===== config.mk =====
export PLATFORM = sky130hd
export DESIGN_NAME = ram_ctrl_flat
export DESIGN_NICKNAME = d
export VERILOG_FILES = /design/src/rtl/ram_ctrl_pkg.sv /design/src/rtl/ram_ctrl_if.sv /design/src/rtl/wei_read_seq.sv /design/src/rtl/ram_ctrl.sv /design/src/flat_wrapper.sv
export SDC_FILE = /design/constraint.sdc
export NUM_CORES = 1
export LEC_CHECK = 0
export CAP_MARGIN = 15
export CELL_PAD_IN_SITES_DETAIL_PLACEMENT = 0
export CELL_PAD_IN_SITES_GLOBAL_PLACEMENT = 1
export CORE_UTILIZATION = 25
export DETAILED_ROUTE_END_ITERATION = 16
export MAX_ROUTING_LAYER = met4
export PLACE_DENSITY_LB_ADDON = 0.1
export SLEW_MARGIN = 20
export SYNTH_ARGS = -nofsm -noshare
export SYNTH_HDL_FRONTEND = slang
export SYNTH_SLANG_ARGS = --single-unit

===== constraint.sdc =====
create_clock -name clk -period 1.93 [get_ports clk]
set_clock_uncertainty 0.15 [all_clocks]
set_input_delay 0.193 -clock clk [delete_from_list [all_inputs] [get_ports clk]]
set_output_delay 0.193 -clock clk [all_outputs]
set_load 0.005 [all_outputs]

===== src/rtl/ram_ctrl_pkg.sv =====
// Shared types and constants for ram_ctrl: sequencer states, weight RAM depth,
// write-arbiter grant encoding and the weight-burst start check.
package ram_ctrl_pkg;

  localparam int WEI_DEPTH = 14;

  typedef enum logic [1:0] {
    ST_IDLE  = 2'd0,
    ST_READ  = 2'd1,
    ST_DRAIN = 2'd2
  } wseq_state_t;

  localparam logic GNT_LOADER = 1'b0;
  localparam logic GNT_CONV   = 1'b1;

  // A burst must be non-empty, fit in the RAM, and start inside it.
  function automatic logic start_ok(input int base, input int count, input int depth);
    return (count >= 1) && (count <= depth) && (base < depth);
  endfunction

endpackage


===== src/rtl/ram_ctrl_if.sv =====
// Bus bundle between ram_ctrl and its environment: write requesters, RAM pixel
// write port, weight burst control/read port and the contention statistic.
interface ram_ctrl_if #(
  parameter int SIZE_1           = 16,
  parameter int SIZE_address_pix = 16,
  parameter int SIZE_address_wei = 4
);

  logic                        l_valid;
  logic                        l_ready;
  logic [SIZE_address_pix-1:0] l_addr;
  logic [SIZE_1-1:0]           l_data;

  logic                        c_valid;
  logic                        c_ready;
  logic [SIZE_address_pix-1:0] c_addr;
  logic [SIZE_1-1:0]           c_data;

  logic                        we_p;
  logic [SIZE_address_pix-1:0] write_addressp;
  logic [SIZE_1-1:0]           dp;

  logic                        w_start;
  logic [SIZE_address_wei-1:0] w_base;
  logic [3:0]                  w_count;

  logic                        re_w;
  logic [SIZE_address_wei-1:0] read_addressw;
  logic                        w_busy;
  logic                        w_valid;
  logic [3:0]                  w_index;
  logic                        w_err;

  logic [15:0]                 conflict_cnt;

  modport master (
    output l_valid, l_addr, l_data,
    output c_valid, c_addr, c_data,
    output w_start, w_base, w_count,
    input  l_ready, c_ready,
    input  we_p, write_addressp, dp,
    input  re_w, read_addressw, w_busy, w_valid, w_index, w_err,
    input  conflict_cnt
  );

  modport slave (
    input  l_valid, l_addr, l_data,
    input  c_valid, c_addr, c_data,
    input  w_start, w_base, w_count,
    output l_ready, c_ready,
    output we_p, write_addressp, dp,
    output re_w, read_addressw, w_busy, w_valid, w_index, w_err,
    output conflict_cnt
  );

endinterface


===== src/rtl/wei_read_seq.sv =====
// Weight RAM burst sequencer: IDLE -> READ (count cycles, wrapping address) ->
// DRAIN (one cycle for the last RAM read to land) -> IDLE.
module wei_read_seq
  import ram_ctrl_pkg::*;
#(
  parameter int AW    = 4,
  parameter int DEPTH = WEI_DEPTH
) (
  input  logic          clk,
  input  logic          rst,
  input  logic          i_start,
  input  logic [AW-1:0] i_base,
  input  logic [3:0]    i_count,
  output logic          o_re,
  output logic [AW-1:0] o_addr,
  output logic          o_busy,
  output logic          o_valid,
  output logic [3:0]    o_index,
  output logic          o_err
);

  wseq_state_t   r_state;
  wseq_state_t   w_state_next;

  logic [AW-1:0] r_addr;
  logic [3:0]    r_idx;
  logic [3:0]    r_cnt;
  logic          r_valid;
  logic [3:0]    r_index;
  logic          r_err;

  logic          w_accept;
  logic          w_last;

  assign w_accept = (r_state == ST_IDLE) && i_start &&
                    start_ok(int'(i_base), int'(i_count), DEPTH);
  assign w_last   = (r_idx == (r_cnt - 4'd1));

  always_ff @(posedge clk) begin
    if (rst) r_state <= ST_IDLE;
    else     r_state <= w_state_next;
  end

  always_comb begin
    w_state_next = r_state;
    case (r_state)
      ST_IDLE:  if (w_accept) w_state_next = ST_READ;
      ST_READ:  if (w_last)   w_state_next = ST_DRAIN;
      ST_DRAIN: w_state_next = ST_IDLE;
      default:  w_state_next = ST_IDLE;
    endcase
  end

  // Starts seen while busy are neither accepted nor flagged.
  always_ff @(posedge clk) begin
    if (rst) begin
      r_addr  <= '0;
      r_idx   <= '0;
      r_cnt   <= '0;
      r_valid <= 1'b0;
      r_index <= '0;
      r_err   <= 1'b0;
    end else begin
      r_valid <= (r_state == ST_READ);
      r_index <= r_idx;
      r_err   <= (r_state == ST_IDLE) && i_start && !w_accept;
      if (w_accept) begin
        r_addr <= i_base;
        r_idx  <= '0;
        r_cnt  <= i_count;
      end else if ((r_state == ST_READ) && !w_last) begin
        r_idx  <= r_idx + 4'd1;
        r_addr <= (r_addr == AW'(DEPTH - 1)) ? '0 : r_addr + 1'b1;
      end
    end
  end

  assign o_re    = (r_state == ST_READ);
  assign o_busy  = (r_state != ST_IDLE);
  assign o_addr  = r_addr;
  assign o_valid = r_valid;
  assign o_index = r_index;
  assign o_err   = r_err;

endmodule


===== src/rtl/ram_ctrl.sv =====
// RAM controller: round-robin pixel write arbiter (loader vs conv) plus an
// independent weight burst sequencer. Define RAM_CTRL_STATS_EN for conflict_cnt.
module ram_ctrl
  import ram_ctrl_pkg::*;
#(
  parameter int SIZE_1           = 16,
  parameter int SIZE_12          = 16,
  parameter int SIZE_address_pix = 16,
  parameter int SIZE_address_wei = 4,
  parameter int WEI_DEPTH        = ram_ctrl_pkg::WEI_DEPTH
) (
  input  logic     clk,
  input  logic     rst,
  ram_ctrl_if.slave bus
);

  logic                        r_last_grant;
  logic                        r_we;
  logic [SIZE_address_pix-1:0] r_waddr;
  logic [SIZE_1-1:0]           r_wdata;

  logic                        w_l_ready;
  logic                        w_c_ready;
  logic                        w_l_xfer;
  logic                        w_c_xfer;

  // On a tie the requester that did not win the last completed transfer goes.
  assign w_l_ready = bus.l_valid && (!bus.c_valid || (r_last_grant == GNT_CONV));
  assign w_c_ready = bus.c_valid && (!bus.l_valid || (r_last_grant == GNT_LOADER));
  assign w_l_xfer  = bus.l_valid && w_l_ready;
  assign w_c_xfer  = bus.c_valid && w_c_ready;

  always_ff @(posedge clk) begin
    if (rst) begin
      r_last_grant <= GNT_CONV;
      r_we         <= 1'b0;
      r_waddr      <= '0;
      r_wdata      <= '0;
    end else begin
      r_we <= w_l_xfer || w_c_xfer;
      if (w_l_xfer) begin
        r_last_grant <= GNT_LOADER;
        r_waddr      <= bus.l_addr;
        r_wdata      <= bus.l_data;
      end else if (w_c_xfer) begin
        r_last_grant <= GNT_CONV;
        r_waddr      <= bus.c_addr;
        r_wdata      <= bus.c_data;
      end
    end
  end

  assign bus.l_ready        = w_l_ready;
  assign bus.c_ready        = w_c_ready;
  assign bus.we_p           = r_we;
  assign bus.write_addressp = r_waddr;
  assign bus.dp             = r_wdata;

`ifdef RAM_CTRL_STATS_EN
  logic [15:0] r_conflict_cnt;

  always_ff @(posedge clk) begin
    if (rst)
      r_conflict_cnt <= '0;
    else if (bus.l_valid && bus.c_valid && (r_conflict_cnt != 16'hFFFF))
      r_conflict_cnt <= r_conflict_cnt + 16'd1;
  end

  assign bus.conflict_cnt = r_conflict_cnt;
`else
  assign bus.conflict_cnt = 16'd0;
`endif

  wei_read_seq #(
    .AW    (SIZE_address_wei),
    .DEPTH (WEI_DEPTH)
  ) u_wei_read_seq (
    .clk     (clk),
    .rst     (rst),
    .i_start (bus.w_start),
    .i_base  (bus.w_base),
    .i_count (bus.w_count),
    .o_re    (bus.re_w),
    .o_addr  (bus.read_addressw),
    .o_busy  (bus.w_busy),
    .o_valid (bus.w_valid),
    .o_index (bus.w_index),
    .o_err   (bus.w_err)
  );

endmodule


===== src/flat_wrapper.sv =====
// flat-port wrapper written by rule: the top's interface ports become plain ports
module ram_ctrl_flat import ram_ctrl_pkg::*;
#(
  parameter int SIZE_1           = 16,
  parameter int SIZE_12          = 16,
  parameter int SIZE_address_pix = 16,
  parameter int SIZE_address_wei = 4,
  parameter int WEI_DEPTH        = ram_ctrl_pkg::WEI_DEPTH
)
  (clk, rst, bus_l_valid, bus_l_addr, bus_l_data, bus_c_valid, bus_c_addr, bus_c_data, bus_w_start, bus_w_base, bus_w_count, bus_l_ready, bus_c_ready, bus_we_p, bus_write_addressp, bus_dp, bus_re_w, bus_read_addressw, bus_w_busy, bus_w_valid, bus_w_index, bus_w_err, bus_conflict_cnt);
  ram_ctrl_if #(.SIZE_1(SIZE_1), .SIZE_address_pix(SIZE_address_pix), .SIZE_address_wei(SIZE_address_wei)) bus_i ();
  input  logic clk;
  input  logic rst;
  input wire logic [$bits(bus_i.l_valid)-1:0] bus_l_valid;
  input wire logic [$bits(bus_i.l_addr)-1:0] bus_l_addr;
  input wire logic [$bits(bus_i.l_data)-1:0] bus_l_data;
  input wire logic [$bits(bus_i.c_valid)-1:0] bus_c_valid;
  input wire logic [$bits(bus_i.c_addr)-1:0] bus_c_addr;
  input wire logic [$bits(bus_i.c_data)-1:0] bus_c_data;
  input wire logic [$bits(bus_i.w_start)-1:0] bus_w_start;
  input wire logic [$bits(bus_i.w_base)-1:0] bus_w_base;
  input wire logic [$bits(bus_i.w_count)-1:0] bus_w_count;
  output wire logic [$bits(bus_i.l_ready)-1:0] bus_l_ready;
  output wire logic [$bits(bus_i.c_ready)-1:0] bus_c_ready;
  output wire logic [$bits(bus_i.we_p)-1:0] bus_we_p;
  output wire logic [$bits(bus_i.write_addressp)-1:0] bus_write_addressp;
  output wire logic [$bits(bus_i.dp)-1:0] bus_dp;
  output wire logic [$bits(bus_i.re_w)-1:0] bus_re_w;
  output wire logic [$bits(bus_i.read_addressw)-1:0] bus_read_addressw;
  output wire logic [$bits(bus_i.w_busy)-1:0] bus_w_busy;
  output wire logic [$bits(bus_i.w_valid)-1:0] bus_w_valid;
  output wire logic [$bits(bus_i.w_index)-1:0] bus_w_index;
  output wire logic [$bits(bus_i.w_err)-1:0] bus_w_err;
  output wire logic [$bits(bus_i.conflict_cnt)-1:0] bus_conflict_cnt;
  assign bus_i.l_valid = bus_l_valid;
  assign bus_i.l_addr = bus_l_addr;
  assign bus_i.l_data = bus_l_data;
  assign bus_i.c_valid = bus_c_valid;
  assign bus_i.c_addr = bus_c_addr;
  assign bus_i.c_data = bus_c_data;
  assign bus_i.w_start = bus_w_start;
  assign bus_i.w_base = bus_w_base;
  assign bus_i.w_count = bus_w_count;
  assign bus_l_ready = bus_i.l_ready;
  assign bus_c_ready = bus_i.c_ready;
  assign bus_we_p = bus_i.we_p;
  assign bus_write_addressp = bus_i.write_addressp;
  assign bus_dp = bus_i.dp;
  assign bus_re_w = bus_i.re_w;
  assign bus_read_addressw = bus_i.read_addressw;
  assign bus_w_busy = bus_i.w_busy;
  assign bus_w_valid = bus_i.w_valid;
  assign bus_w_index = bus_i.w_index;
  assign bus_w_err = bus_i.w_err;
  assign bus_conflict_cnt = bus_i.conflict_cnt;
  ram_ctrl #(.SIZE_1(SIZE_1), .SIZE_12(SIZE_12), .SIZE_address_pix(SIZE_address_pix), .SIZE_address_wei(SIZE_address_wei), .WEI_DEPTH(WEI_DEPTH)) u_core (.clk(clk), .rst(rst), .bus(bus_i));
endmodule

## After elaboration in Yosys (flattened, before gate mapping)

Cells that the tools add are included.

- $add $sub $neg: 3
- $lt $le $gt $ge: 3
- Equal/unequal tests: 5
- Multiplexer cells: 12
- Bitwise operators: 1
- Reductions and logical operators: 23

Operator list:

| operator | count |
|---|---|
| $mux 16 | 4 |
| $mux 4 | 3 |
| $logic_and 1x1->1 | 10 |
| $add 4x1->4 const B | 2 |
| $reduce_bool 2->1 | 3 |
| $eq 4x4->1 | 1 |
| $eq 4x4->1 const B | 1 |
| $ge 4x1->1 const B | 1 |
| $le 4x4->1 const B | 1 |
| $logic_not 1->1 | 4 |
| $lt 4x4->1 const B | 1 |
| $mux 2 | 2 |
| $pmux 2 s2 | 1 |
| $sub 4x1->4 const B | 1 |
| $logic_or 1x1->1 | 3 |
| $eq 2x1->1 const B | 1 |
| $logic_not 2->1 | 1 |
| $mux 1 | 2 |
| $ne 2x1->1 const B | 1 |
| $ne 2x2->1 const B | 1 |
| $reduce_and 2->1 | 1 |
| $reduce_or 2->1 | 1 |
| $not 1->1 | 1 |

- Flip-flop bits (word level): 54
- Bits of input ports: 77
- Output and inout bits: 63
- Logic and storage cells: 58

## Logic depth before layout (Yosys ltp)

- Depth after elaboration: 6
- Mapped depth: 7
- Mapped depth without buffers: 7

## Cells and area by module

From an unflattened synthesis, not the netlist that was laid out.

- Cells, all modules: 312
- Area, all modules: 3071.7 um^2

Modules (own cells, without submodules):

| module | times used | cells each | area each (um^2) | seq. area each (um^2) |
|---|---|---|---|---|
| ram_ctrl | 1 | 210 | 2122.0 | 680.7 |
| wei_read_seq | 1 | 102 | 949.7 | 400.4 |

## Worst setup path before layout

OpenSTA, ideal clock, no wires.

- Kind: reg2reg
- From: register u_core.u_wei_read_seq.r_cnt[0]
- To: register u_core.u_wei_read_seq.r_addr[0] (netlist: u_core.u_wei_read_seq.o_addr[0])
- Setup time: 70 ps
- Arrival time: 1687 ps
- Data required time: 1710 ps
- Setup slack: 23 ps
- Stages on the path, launching flop included: 8
- Path buffers: 0
- Clock period less this slack: 1907 ps
- Path through: dfxtp_1 -> inv_1 -> ha_1 -> xnor2_1 -> nor3_4 -> a21oi_2 -> or3_1 -> a21oi_1

- Word-level cells in the longest chain between the ends: 5

Ends and longest elaborated chain:

| what | line | text |
|---|---|---|
| start: declaration | wei_read_seq.sv:27 | `logic [3:0] r_cnt;` |
| start signal: assignment | wei_read_seq.sv:70 | `r_cnt <= i_count;` |
| $sub 4x1->4 | wei_read_seq.sv:37 | `assign w_last = (r_idx == (r_cnt - 4'd1));` |
| $eq 4x4->1 | wei_read_seq.sv:37 |  |
| $logic_not 1->1 | wei_read_seq.sv:71 | `end else if ((r_state == ST_READ) && !w_last) begin` |
| $logic_and 1x1->1 | wei_read_seq.sv:71 |  |
| $reduce_bool 2->1 (no source line) | - |  |
| end signal: assignment | wei_read_seq.sv:68 | `r_addr <= i_base;` |
| end signal: assignment | wei_read_seq.sv:73 | `r_addr <= (r_addr == AW'(DEPTH - 1)) ? '0 : r_addr + 1'b1;` |
| end: declaration | wei_read_seq.sv:25 | `logic [AW-1:0] r_addr;` |

No other way between the ends.
A chain may end at the register's enable or synchronous reset.

## Worst setup path after layout

- From: register u_core.u_wei_read_seq.r_cnt[1]
- To: register u_core.u_wei_read_seq.r_addr[3] (netlist: u_core.u_wei_read_seq.o_addr[3])

Same word-level chain as after synthesis.

==> flow_summary.json <==
{
  "hold_class": "primary input to register",
  "p_leak_nw": 1.73,
  "utilization_pct": 41.1,
  "ant_nets": 0,
  "setup.worst_path.end_class": "register",
  "required_ps": 1990,
  "ys_warn_count": 0,
  "powerDensity_mw_per_mm2": 624,
  "globalplace.congestion": 0.743,
  "routedWlPerCell_um": 13.1,
  "dr.pass1.iters": 4,
  "fp.dieArea_mm2": 0.0111,
  "dp_hpwl_um": 5700,
  "final.setup.tns_ps": 0,
  "cts_root_buf": "clkbuf_8",
  "drv_cap": 0,
  "arrival_ps": 1890,
  "synth_mux_area_share_pct": 1.49,
  "synth_edf_count": 0,
  "synth-compound-area-share_pct": 21.2,
  "comb_power_share_pct": 27.6,
  "switching_power_uw": 766,
  "setup_viol_count_final": 0,
  "hold_buffers": 0,
  "critPathKind": "register to register",
  "rsz0062_at_grt": "yes",
  "worst_path_max_delay_cell": "dfxtp_2",
  "cts_tree": "done",
  "track_usage_pct": 14.8,
  "yosys.area_share.xor_xnor_pct": 3.22,
  "n_fill_cell": 1078,
  "cell_internal_pwr_mw": 1.90,
  "fp.dieH_um": 106,
  "fmax_mhz": 547,
  "synthTopCellsByArea": "dfxtp_1 40%, nor2_1 8.5%, o221a_1 8.4%",
  "clock_sinks": 54,
  "fp.dieW_um": 106,
  "core_mm2": 0.0104,
  "overflow": 0,
  "fin_crit_ps": 1830,
  "clk_pin_slew_ps": 110,
  "max_stage_delay_ps": 330,
  "synth_seq_cells": 54,
  "via_per_inst": 4.51,
  "hold_viol": 0,
  "n_antenna_cell": 0,
  "synthAdderAreaFrac_pct": 0.934,
  "ir_worst_vdd_mv": 0.275,
  "grt_max_degree": 35,
  "initial_utilization_pct": 25.8,
  "clk_latency_ps": 310,
  "grt_pass1_wl_um": 12700,
  "antenna_found_initial": 0,
  "yosys.area_share.simple_pct": 20.3,
  "p_clk_share_pct": 25.6,
  "ys_types": 43,
  "post-place-ws_ps": -146,
  "syn_inst": 329,
  "clock_path_buffers": 2,
  "ys_seq_area_share_pct": 40.3,
  "pwr-share-seq_pct": 46.8,
  "yosysTopAreaCell": "dfxtp_1",
  "nNetsFinal": 542,
  "syn_avg_cell_area_um2": 8.15,
  "drv_slew": 0,
  "final-seq-area_mm2": 0.00108,
  "path_buf_inv": 2,
  "area_delta_synth_final_pct": 59.1,
  "worst_path_dominant_cell_family": "flip-flops",
  "grt_pass1_vias": 2641,
  "syn_area_mm2": 0.00268,
  "io_buffers": 123,
  "critPathMaxFanout": 4,
  "synth_top_area_share_pct": 40.3,
  "p_total_mw": 2.66,
  "path_cells": "inv_1 > ha_4 > xnor2_2 > nor3_4 > buf_4 > a21oi_1 > mux2i_1 > o21ai_1",
  "period_share_pct": 94.6,
  "multi_input_area_mm2": 0.00137,
  "outcome": "completed",
  "synth_top_family_by_area": "compound AO/OA/AOI/OAI gates",
  "cts_htree_levels": 2,
  "drc": 0,
  "vias": 2706,
  "drive_above_1_share_pct": 12.1,
  "critPathLaunchType": "register",
  "power.share.switching_pct": 28.8,
  "wl_um": 7860,
  "synthArstFlopShare_pct": 0,
  "row_count": 37,
  "cts_buffers": 5,
  "io_pins": 140,
  "drtIter0Drc": 78,
  "synth_ff_type": "dfxtp_1",
  "setup_ws_ps": 103
}
## timing repair
item	4_1_cts	5_1_grt
setup buffers	2	0
gates resized for setup	3	8
endpoints found under the setup margin	4	9
pin swaps	2	3
## sequential cells by signal, summed over array words and instances, names as in the netlist
register / cells
u_core.bus.write_addressp: 16
u_core.r_last_grant: 1
u_core.u_wei_read_seq.o_err: 1
u_core.u_wei_read_seq.r_idx: 4
u_core.u_wei_read_seq.r_cnt: 4
u_core.u_wei_read_seq.o_valid: 1
u_core.u_wei_read_seq.r_state: 2
u_core.u_wei_read_seq.o_index: 4
u_core.bus.dp: 16
u_core.bus.we_p: 1
u_core.u_wei_read_seq.o_addr: 4
## final cells by class
class,count,area share (%)
repair buffers,149,33.6
multi-input cells,224,32.1
flip-flops and latches,54,25.4
well taps,136,3.99
inverters,29,2.73
clock buffers,5,1.61
clock inverters,3,0.587
## worst paths after layout
check                                               startpoint                               end  slack [ps]  cells past startpoint
worst max-delay path            u_core.u_wei_read_seq.r_cnt[1]   u_core.u_wei_read_seq.o_addr[3]         100                      8
worst min-delay path                                       rst  u_core.u_wei_read_seq.o_index[2]         100                      2
worst max register to register  u_core.u_wei_read_seq.r_cnt[1]   u_core.u_wei_read_seq.o_addr[3]         100                      8
worst min register to register  u_core.u_wei_read_seq.r_cnt[3]    u_core.u_wei_read_seq.r_cnt[3]         330                      2
## worst reg2reg max path: cells and delay by family, from the launching register on
family,cells,cell delay (ps)
flip-flops,1,330
AND/OR/NAND/NOR,1,310
buffers and inverters,2,250
adder cells (fa/ha/maj),1,210
multiplexers,1,190
AO/OA/AOI/OAI,2,150
XOR/XNOR,1,140
## Yosys cell counts (4+ instances only)
master    number
o21ai_1        5
buf_4         16
inv_1         26
clkbuf_1      16
nand2_1       17
nor2_1        61
mux2i_1        4
dfxtp_1       54
o221a_1       20
nor2b_1        5
nor4_1        11
xnor2_1        6
a21oi_1       27
nand3_1        4
a31oi_1       20
## cells by family after synthesis
family | Yosys count
muxes | 4
AOI/OAI and AO/OA | 80
xor gates and xnor gates | 8
adders and majority gates | 2
DFF | 54
and+or+nand+nor | 114
other | 1
buffers and inverters | 66
## per-stage QoR
step / hold slack, ps / instances / area, µm²
4_1_cts: 95.1 / 600 / 4230
5_1_grt: 109 / 600 / 4260
3_5_place_dp: 317 / 590 / 4100
2_1_floorplan: 158 / 344 / 2740
3_3_place_gp: 309 / 590 / 4100
6_report: 103 / 600 / 4260
## power by group through the flow
stage               logic, mW  clock network (mW)  registers (mW)
floorplan               0.320                   0            1.27
finish                  0.734               0.681            1.25
global route            0.805               0.767            1.26
global placement        0.714                   0            1.27
detailed placement      0.719                   0            1.27
CTS                     0.734               0.719            1.25
## routing by layer
metal	share of wire, %	up-vias	track usage, %
met5	0	-	-
met4	1.4	0	4.86
met3	4.1	8	2.04
met2	50	87	25.5
met1	44	1241	17.7
li1	-	1370	-
## cells in the final DEF (no fill, tap or decap), types with 4 or more instances in the layout
master / instances
a21oi_1: 27
a31oi_1: 20
buf_4: 25
clkbuf_8: 5
clkdlybuf4s50_1: 120
conb_1: 16
dfxtp_1: 51
inv_1: 25
mux2i_1: 4
nand2_1: 17
nand3_1: 4
nor2_1: 61
nor2b_1: 5
nor4_1: 11
o21ai_1: 4
o221a_1: 20
xnor2_1: 4
Note: power is estimated with default switching activity, not from simulation.
